--- src/rtl/vector_sweep_engine.sv ---
// Exhaustive stimulus sweep engine: applies every N_IN-bit vector (binary or Gray order),
// streams (stimulus, response) records over valid/ready and compacts them into a MISR.
module vector_sweep_engine #(
  parameter int unsigned N_IN   = 4,
  parameter int unsigned N_OUT  = 1,
  parameter int unsigned SETTLE = 1,
  parameter int unsigned SIG_W  = 16,
  parameter logic [SIG_W-1:0] POLY = 16'h1021
) (
  input  logic               CK,
  input  logic               reset,
  input  logic               start,
  input  logic               mode,
  input  logic               abort,
  output logic [N_IN-1:0]    stim,
  input  logic [N_OUT-1:0]   resp,
  output logic               cap_valid,
  input  logic               cap_ready,
  output logic [N_IN-1:0]    cap_vec,
  output logic [N_OUT-1:0]   cap_resp,
  output logic               busy,
  output logic               done,
  output logic [SIG_W-1:0]   signature,
  output logic [N_IN:0]      vec_count
);

  localparam int unsigned VW = N_IN + 1;
  localparam int unsigned CW = (SETTLE > 1) ? $clog2(SETTLE) : 1;
  localparam logic [N_IN-1:0] LAST_IDX = '1;

  typedef enum logic [1:0] {IDLE, APPLY, CAPTURE, DONE} state_t;

  state_t            state, state_n;
  logic [N_IN-1:0]   idx, idx_n, idx_inc;
  logic              mode_r, mode_n;
  logic [CW-1:0]     cnt, cnt_n;
  logic [N_IN-1:0]   stim_n, cap_vec_n;
  logic [N_OUT-1:0]  cap_resp_n;
  logic [SIG_W-1:0]  sig_n;
  logic [N_IN:0]     vec_count_n;
  logic              busy_n, cap_valid_n, done_n;

  always_ff @(posedge CK or posedge reset) begin
    if (reset) begin
      state     <= IDLE;
      idx       <= '0;
      mode_r    <= 1'b0;
      cnt       <= '0;
      stim      <= '0;
      cap_vec   <= '0;
      cap_resp  <= '0;
      signature <= '0;
      vec_count <= '0;
      busy      <= 1'b0;
      cap_valid <= 1'b0;
      done      <= 1'b0;
    end else begin
      state     <= state_n;
      idx       <= idx_n;
      mode_r    <= mode_n;
      cnt       <= cnt_n;
      stim      <= stim_n;
      cap_vec   <= cap_vec_n;
      cap_resp  <= cap_resp_n;
      signature <= sig_n;
      vec_count <= vec_count_n;
      busy      <= busy_n;
      cap_valid <= cap_valid_n;
      done      <= done_n;
    end
  end

  // Next-state and datapath; flags are registered from the next state.
  always_comb begin
    state_n     = state;
    idx_n       = idx;
    mode_n      = mode_r;
    cnt_n       = cnt;
    stim_n      = stim;
    cap_vec_n   = cap_vec;
    cap_resp_n  = cap_resp;
    sig_n       = signature;
    vec_count_n = vec_count;
    idx_inc     = idx + N_IN'(1);

    case (state)
      IDLE, DONE: begin
        if (start && !abort) begin
          state_n     = APPLY;
          idx_n       = '0;
          mode_n      = mode;
          cnt_n       = '0;
          stim_n      = '0;
          sig_n       = '0;
          vec_count_n = '0;
        end
      end
      APPLY: begin
        if (abort) begin
          state_n = IDLE;
        end else if (cnt == CW'(SETTLE - 1)) begin
          cap_vec_n  = stim;
          cap_resp_n = resp;
          state_n    = CAPTURE;
        end else begin
          cnt_n = cnt + CW'(1);
        end
      end
      CAPTURE: begin
        if (cap_ready) begin
          sig_n = {signature[SIG_W-2:0], 1'b0}
                ^ (signature[SIG_W-1] ? POLY : '0)
                ^ SIG_W'({cap_vec, cap_resp});
          vec_count_n = vec_count + VW'(1);
          if (abort) begin
            state_n = IDLE;
          end else if (idx == LAST_IDX) begin
            state_n = DONE;
          end else begin
            idx_n   = idx_inc;
            stim_n  = mode_r ? (idx_inc ^ (idx_inc >> 1)) : idx_inc;
            cnt_n   = '0;
            state_n = APPLY;
          end
        end else if (abort) begin
          state_n = IDLE;
        end
      end
      default: state_n = IDLE;
    endcase

    busy_n      = (state_n == APPLY) || (state_n == CAPTURE);
    cap_valid_n = (state_n == CAPTURE);
    done_n      = (state_n == DONE);
  end

endmodule

--- config.mk ---
export PLATFORM = sky130hd
export DESIGN_NAME = vector_sweep_engine
export DESIGN_NICKNAME = d
export VERILOG_FILES = /design/src/rtl/vector_sweep_engine.sv
export SDC_FILE = /design/constraint.sdc
export NUM_CORES = 1
export LEC_CHECK = 0
export ABC_AREA = 1
export CAP_MARGIN = 20
export CORE_AREA = 2 2 66 68
export DETAILED_ROUTE_END_ITERATION = 10
export DIE_AREA = 0 0 68 70
export PLACE_DENSITY = 0.73
export SETUP_SLACK_MARGIN = 0.5
export SYNTH_ARGS = -nofsm -noshare
export SYNTH_HDL_FRONTEND = slang
export SYNTH_SLANG_ARGS = --single-unit
--- constraint.sdc ---
create_clock -name CK -period 2.1 [get_ports CK]
set_input_delay 0.42 -clock CK [delete_from_list [all_inputs] [get_ports CK]]
set_output_delay 0.42 -clock CK [all_outputs]
set_load 0.01 [all_outputs]
==> impl_results.md, run 1 <==
* Outcome: finished, final reports clean
* Fin Hold WS at around 0.53 ns
* Cell area power density at roughly 1000 nW/um^2
* Fmax at 633 MHz
* Fin crit period at 1.58 ns
* FF+latch count, synth at 39
* Die area at roughly 4800 sq um
* H-tree depth at 2
* Net count, final at ~270
* Largest net degree at the start of global routing at 40
* Final core occ at 60.2%
* Slowest stage delay, CP at 0.38 ns
* Diode count at 0
* Worst-path cell with the longest stage delay: dfrtp_1
* Core area at 4140 sq um
* Num rows at 24
* Post-DR vias/cell at roughly 5.0
* Critical path class: reg -> reg
* Clock slew at reported path FFs at 0.08 ns
* Final instance area at 2490 sq um
* Final GP Congestion at 0.882
* Initial Utilization at 44.2%
* Hold crit path type: reg -> reg
* Clock skew at 0.00564 ns
* Grt ovf at 0
* Ys Warns at 0
* Worst Hold Depth at 2
* CP Max Fanout at 5
* Register Area at 978 sq um
* Post-detailed-route count of antenna-violating nets at 0
* WP data required at 2.28 ns
* Most frequent cell on the critical path: ha_1
* Seq/Total Area, Yosys at 53.3%
* Rel. slew slack at 68.0%
* I/O pin count at 40
* HPWL after DPL at 2670 microns
* Post-layout total power at 2.57 mW
* Setup violations, final at 0
* Overall die height at 70 microns
* Skew-Pair Late Insertion Delay at 0.29 ns
* Setup Total Neg Slack at 0 ns
* Total CTS buffers at 5
* Worst Max-Slew Pin Slew at 0.479 ns
* Sequence of cells on the critical path: buf_4 -> ha_1 -> nand2_1 -> inv_2 -> a21oi_2 -> o22ai_2 -> ha_1
* Synth cell types at 22
* Post-Syn Instances at ~200
* Crit path depth at 7
* Max Root-Sink Buffers at 2
* Peak supply drop at 0.620 mV
* Unrepaired setup endpoints after global routing: true
* Max Slew Vio Count at 0
* Crit path max-delay family: adder cells
* Syn_nets at roughly 220
* Die span in x at 68 microns
* Layout cells sized above 1 at 16.0%
* Leakage power at 1.34 nW
* Tot GR Track Use at between 10% and 20%
* Avg WL per Cell at about 12 microns
* Post-route DRC at 0
* Worst EP arrival at 1.76 ns
* Worst Setup End Kind: flip-flop
* Number of global-route vias before repair at 1,443
* Max_cap viols at 0
* PortBufs at 39
* Buf/Inv on CP at 2
* Hold Vio Cnt, Final at 0
* Avg Cell Area, Syn at 9.02 sq um
* Placed Area at 2280 sq um
* Layout fillers at 380
* Via count at 1,582
* Depth of the most critical reg-to-reg path at 7
* Footprint of the multi-input gates at 764 sq um
* Area grow syn2layout at 36.2%
* CTS tree: yes
* Worst setup SP type: flip-flop
* Initial antenna violation count at 0
* DR pass1 iterations at 4
* Synth Cell Area at between 1500 and 2000 sq um
* Clock root buffer: clkbuf_8
* Total wire length at slightly below 4000 microns
* Sink Count at 39
* DRT iter0 DRCs at 123
* First-pass GRT wire length at 6630 microns
* Tcrit/Tclk final at 75.2%
tightest hold or removal path, stage by stage (launching register included):
cell and delay (ns):
dfrtp_1 0.37, nand2_1 0.07, nand2_1 0.05
what timing repair did:
action                     CTS  global route
buffers inserted            10             2
setup endpoints to repair   46            15
resized for setup           36             8
cloned                       0             1
hold buffers                 0             0
pin swaps                    1             1
cells in the mapped netlist:
cell type	n	share of area (%)
nand2_1	54	11
dfrtp_1	39	53
inv_1	22	4.5
nand3_1	17	4.6
o21ai_0	13	3.6
o22ai_1	10	3.4
nor2_1	9	1.8
xnor2_1	8	3.8
ha_1	6	4.1
nand4_1	4	1.4
nand2_2	3	1.0
nand2_4	3	1.8
o21ai_1	3	0.82
a21oi_1	2	0.55
buf_4	2	0.82
inv_2	2	0.41
buf_2	1	0.27
buf_6	1	0.62
nand4_2	1	0.68
nor2_4	1	0.62
nor3_1	1	0.27
o21bai_1	1	0.41
metal layers:
metal | vias up | track usage (%) | wire (microns)
met3 | 7 | 4.99 | 225
met5 | - | 0 | 0
li1 | 782 | - | -
met1 | 747 | 24.7 | 1720
met4 | 0 | 7.33 | 76
met2 | 46 | 28.4 | 1860
logic make-up after synthesis:
kind of cell	count (synthesis)	synth area share, %
xor gates and xnor gates	8	3.83
AOI/OAI and AO/OA	29	8.75
DFF	39	53.3
and+or+nand+nor	93	23.4
adders and majority gates	6	4.10
buffers and inverters	28	6.63
flip-flops by register name, summed over array words and instances (netlist names):
register / flops
state: 2
cap_resp: 1
stim: 3
done: 1
signature: 16
busy: 1
mode_r: 1
cap_vec: 4
idx: 4
vec_count: 5
cap_valid: 1
where the power goes:
part	internal [mW]	switching [mW]	leakage, nW
Combinational	0.405	0.587	0.746
Sequential	0.860	0.0699	0.532
Clock	0.384	0.259	0.0612
worst paths after layout:
path | from | end | slack [ns]
setup / recovery | state[0]$_DFF_PP0_ | busy$_DFF_PP0_ | 0.52
hold / removal | stim[2]$_DFFE_PP0P_ | cap_vec[2]$_DFFE_PP0P_ | 0.53
setup reg to reg | state[0]$_DFF_PP0_ | busy$_DFF_PP0_ | 0.52
hold reg to reg | stim[2]$_DFFE_PP0P_ | cap_vec[2]$_DFFE_PP0P_ | 0.53
max in group asynchronous | reset | signature[15]$_DFFE_PP0P_ | 1.20
min in group asynchronous | reset | idx[0]$_DFFE_PP0P_ | 0.55
per-stage QoR:
stage / setup slack [ns] / cells
after CTS: 0.475 / 311
after global routing: 0.431 / 314
after floorplan: 0.559 / 203
after detailed placement: 0.208 / 293
final: 0.521 / 314
after global placement: 0.248 / 293
layout by cell type, fill, tap and decap left out, types with 4 or more instances in the layout:
master,count
nand2_2,4
o22ai_1,9
dlygate4sd2_1,28
nand3_1,17
ha_1,5
buf_4,15
inv_1,20
clkbuf_8,6
dfrtp_1,37
xnor2_1,8
nor2_1,8
nand4_1,4
o21ai_1,5
clkdlybuf4s50_1,9
o21ai_0,11
nand2_1,54
area by class of cell:
class,instances,share of cell area [%]
multi-input cells,137,30.7
clock buffers,6,3.31
well taps,52,2.61
flip-flops and latches,39,39.2
clock inverters,2,1.40
inverters,24,3.81
repair buffers,54,19.0
Note: power is estimated with default switching activity, not from simulation.
==> run 2: changes to the inputs <==
--- a/config.mk
+++ b/config.mk
@@ -7,10 +7,10 @@
 export LEC_CHECK = 0
 export ABC_AREA = 1
 export CAP_MARGIN = 20
-export CORE_AREA = 2 2 66 68
+export CORE_AREA = 2 2 67 69
 export DETAILED_ROUTE_END_ITERATION = 10
-export DIE_AREA = 0 0 68 70
-export PLACE_DENSITY = 0.73
+export DIE_AREA = 0 0 69 71
+export PLACE_DENSITY = 0.74
 export SETUP_SLACK_MARGIN = 0.5
 export SYNTH_ARGS = -nofsm -noshare
 export SYNTH_HDL_FRONTEND = slang
==> constraint.sdc (replaced) <==
create_clock -name CK -period 1.3 [get_ports CK]
set_input_delay 0.26 -clock CK [delete_from_list [all_inputs] [get_ports CK]]
set_output_delay 0.26 -clock CK [all_outputs]
set_load 0.01 [all_outputs]
==> run 2 against run 1 <==
Against the previous run:
- the flow now finishes with violations (setup timing)
- maximum frequency increased by 7.0%
- clock skew increased by 0.0035 ns
- register-to-register slack got worse by 0.70 ns
- final cell count increased by 16%
- critical path depth unchanged
- sequential share of layout area decreased by 8.0 points
- final area increased by 26%
- hold slack got worse by 0.17 ns
==> impl_results.md, run 2 (synthesis results as in run 1) <==
* WP data required at 1.53 ns
* Placed cell count at 315
* H-tree depth at 2
* Core area at 4200 sq um
* Largest net degree at the start of global routing at 40
* Post-Place Worst Slack at -0.310 ns
* Number of global-route vias before repair at 1,743
* Seq pwr share at between 20 and 30%
* Critical path class: reg -> reg
* Layout Cells excl Fill at 364
* Net Sw Power at slightly above 2 mW
* Overall die height at 71 microns
* Peak supply drop at about 1.2 mV
* Max FFs per register at 16
* PortBufs at 39
* Fmax at 678 MHz
* Via count at 1,805
* Final GP Congestion at 0.880
* Commonest cells after routing, fill and taps aside: buf_4 (52), nand2_1 (46), dfrtp_1 (38)
* Hold Vio Cnt, Final at 0
* Switching portion of total power at between 30% and 40%
* Tcrit/Tclk final at 113%
* Most frequent cell on the critical path: nand2_4
* CTS tree: yes
* Max Slew Vio Count at 0
* Grt ovf at 0
* Largest Register: signature
* Hold crit path type: in -> async
* Max_cap viols at 0
* Internal power at between 3 and 4 mW
* Total CTS buffers at 5
* Clock slew at reported path FFs at 0.08 ns
* Post-DR vias/cell at 4.96
* Final core occ at 74.5%
* Rel. slew slack at between 70% and 80%
* Total wire length at 5090 microns
* Comb pwr share at 51.7%
* Worst setup SP type: flip-flop
* Crit path max-delay family: simple AND/OR/NAND/NOR gates
* Clock share of power at a little over a fifth
* Outcome: finished, violations left
* Tot GR Track Use at 20.1%
* Initial Utilization at 43.5%
* Leakage power at approximately 1.6 nW
* Clock root buffer: clkbuf_8
* Sink Count at 39
* Worst Setup End Kind: flip-flop
* Post-detailed-route count of antenna-violating nets at 0
* Slowest stage delay, CP at 0.43 ns
* I/O pin count at 40
* Critical Path Source: state[1]$_DFF_PP0_
* Skew-Pair Late Insertion Delay at 0.29 ns
* Failing checks: setup timing
* Max Root-Sink Buffers at 2
* Biggest regs: signature x16, vec_count x5
* HPWL after DPL at 2980 microns
* Setup Total Neg Slack at -4.15 ns
* Worst EP arrival at between 1.5 and 2 ns
* Commonest non-fill, non-tap cell in the layout: buf_4
* DR pass1 iterations at 4
* Unrepaired setup endpoints after global routing: true
* Layout cells sized above 1 at 53.2%
* Net count, final at 324
* Reg-to-reg startpoint: state[1]$_DFF_PP0_
* Cell area power density at approximately 1800 nW/um^2
* Buf/Inv on CP at 0
* Worst-path cell with the longest stage delay: dfrtp_2
* Die area at 4900 sq um
* Die span in x at 69 microns
* Fin crit period at 1.48 ns
* Initial antenna violation count at 0
* Worst Max-Slew Pin Slew at 0.325 ns
* Clock skew at 0.00911 ns
* Diode count at 0
* Final WS setup at -0.175 ns
* Num rows at 24
* Avg WL per Cell at approximately 14 microns
* First-pass GRT wire length at 7940 microns
* DRT iter0 DRCs at 79
* Post-layout total power at roughly 5.6 mW
* Sequence of cells on the critical path: ha_4 -> nand2_4 -> nand2_4 -> nand3_4 -> nor2_4 -> nand3_2 -> nand2_1
* Setup violations, final at 32
* CP Max Fanout at 6
* Area grow syn2layout at 71.1%
* Post-route DRC at 0
[run 2: cell count changes in the layout (fill, tap and decap cells not counted), moves of 6 or more]
cell,previous run,this run
nand2_1,54,46
buf_4,15,52
o22ai_1,9,1
o21ai_0,11,1
dlygate4sd2_1,28,0
o21ai_2,0,10
buf_2,0,32
inv_1,20,14
buf_6,0,9
[run 2: area by class of cell]
class / instances / area, sq um
Sequential cell: 39 / 977
Clock inverter: 2 / 60.1
Fill cell: 304 / 1070
Tap cell: 52 / 65.1
Inverter: 24 / 104
Timing Repair Buffer: 104 / 817
Clock buffer: 6 / 72.6
Multi-Input combinational cell: 137 / 1040
[run 2: path summary, 6_finish.rpt]
path | slack (ns) | to | depth (start not counted)
max | -0.18 | stim[2]$_DFFE_PP0P_ | 7
min | 0.36 | vec_count[2]$_DFFE_PP0P_ | 3
max reg2reg | -0.18 | stim[2]$_DFFE_PP0P_ | 7
min reg2reg | 0.56 | signature[9]$_DFFE_PP0P_ | 2
max in group asynchronous | 0.74 | mode_r$_DFFE_PP0P_ | 3
min in group CK | 0.53 | mode_r$_DFFE_PP0P_ | 3
[run 2: tightest hold or removal path: stages]
cell and delay, ns:
clkdlybuf4s50_1 0.44, clkinvlp_4 0.10, buf_12 0.22
[run 2: timing repair]
action                     4_1_cts  5_1_grt
hold buffers                     0        0
gates resized for setup        148       49
setup buffers                   28       11
setup endpoints to repair       72       72
pin swaps                        8       22
cloned                           1        1
[run 2: routing by layer]
metal  vias to the layer above  GRT usage, %  share of wire (%)
li1                        878             -                  -
met1                       859          25.0                 42
met2                        58          34.6                 51
met3                        10          5.70                4.9
met4                         0          5.01                2.0
met5                         -             0                  0
[run 2: power groups by stage]
stage,logic [mW],clock network (mW),registers (mW)
final,2.88,1.19,1.49
after floorplan,1.07,0,1.61
after detailed placement,1.95,0,1.55
after global placement,1.90,0,1.55
after CTS,2.26,1.21,1.49
after global routing,3.07,1.28,1.51
[run 2: metrics by stage]
step           hold WS, ns  instance area [sq um]
4_1_cts              0.370                   2810
6_report             0.358                   3130
3_5_place_dp         0.487                   2550
5_1_grt              0.367                   3130
3_3_place_gp         0.491                   2550
2_1_floorplan        0.232                   1900
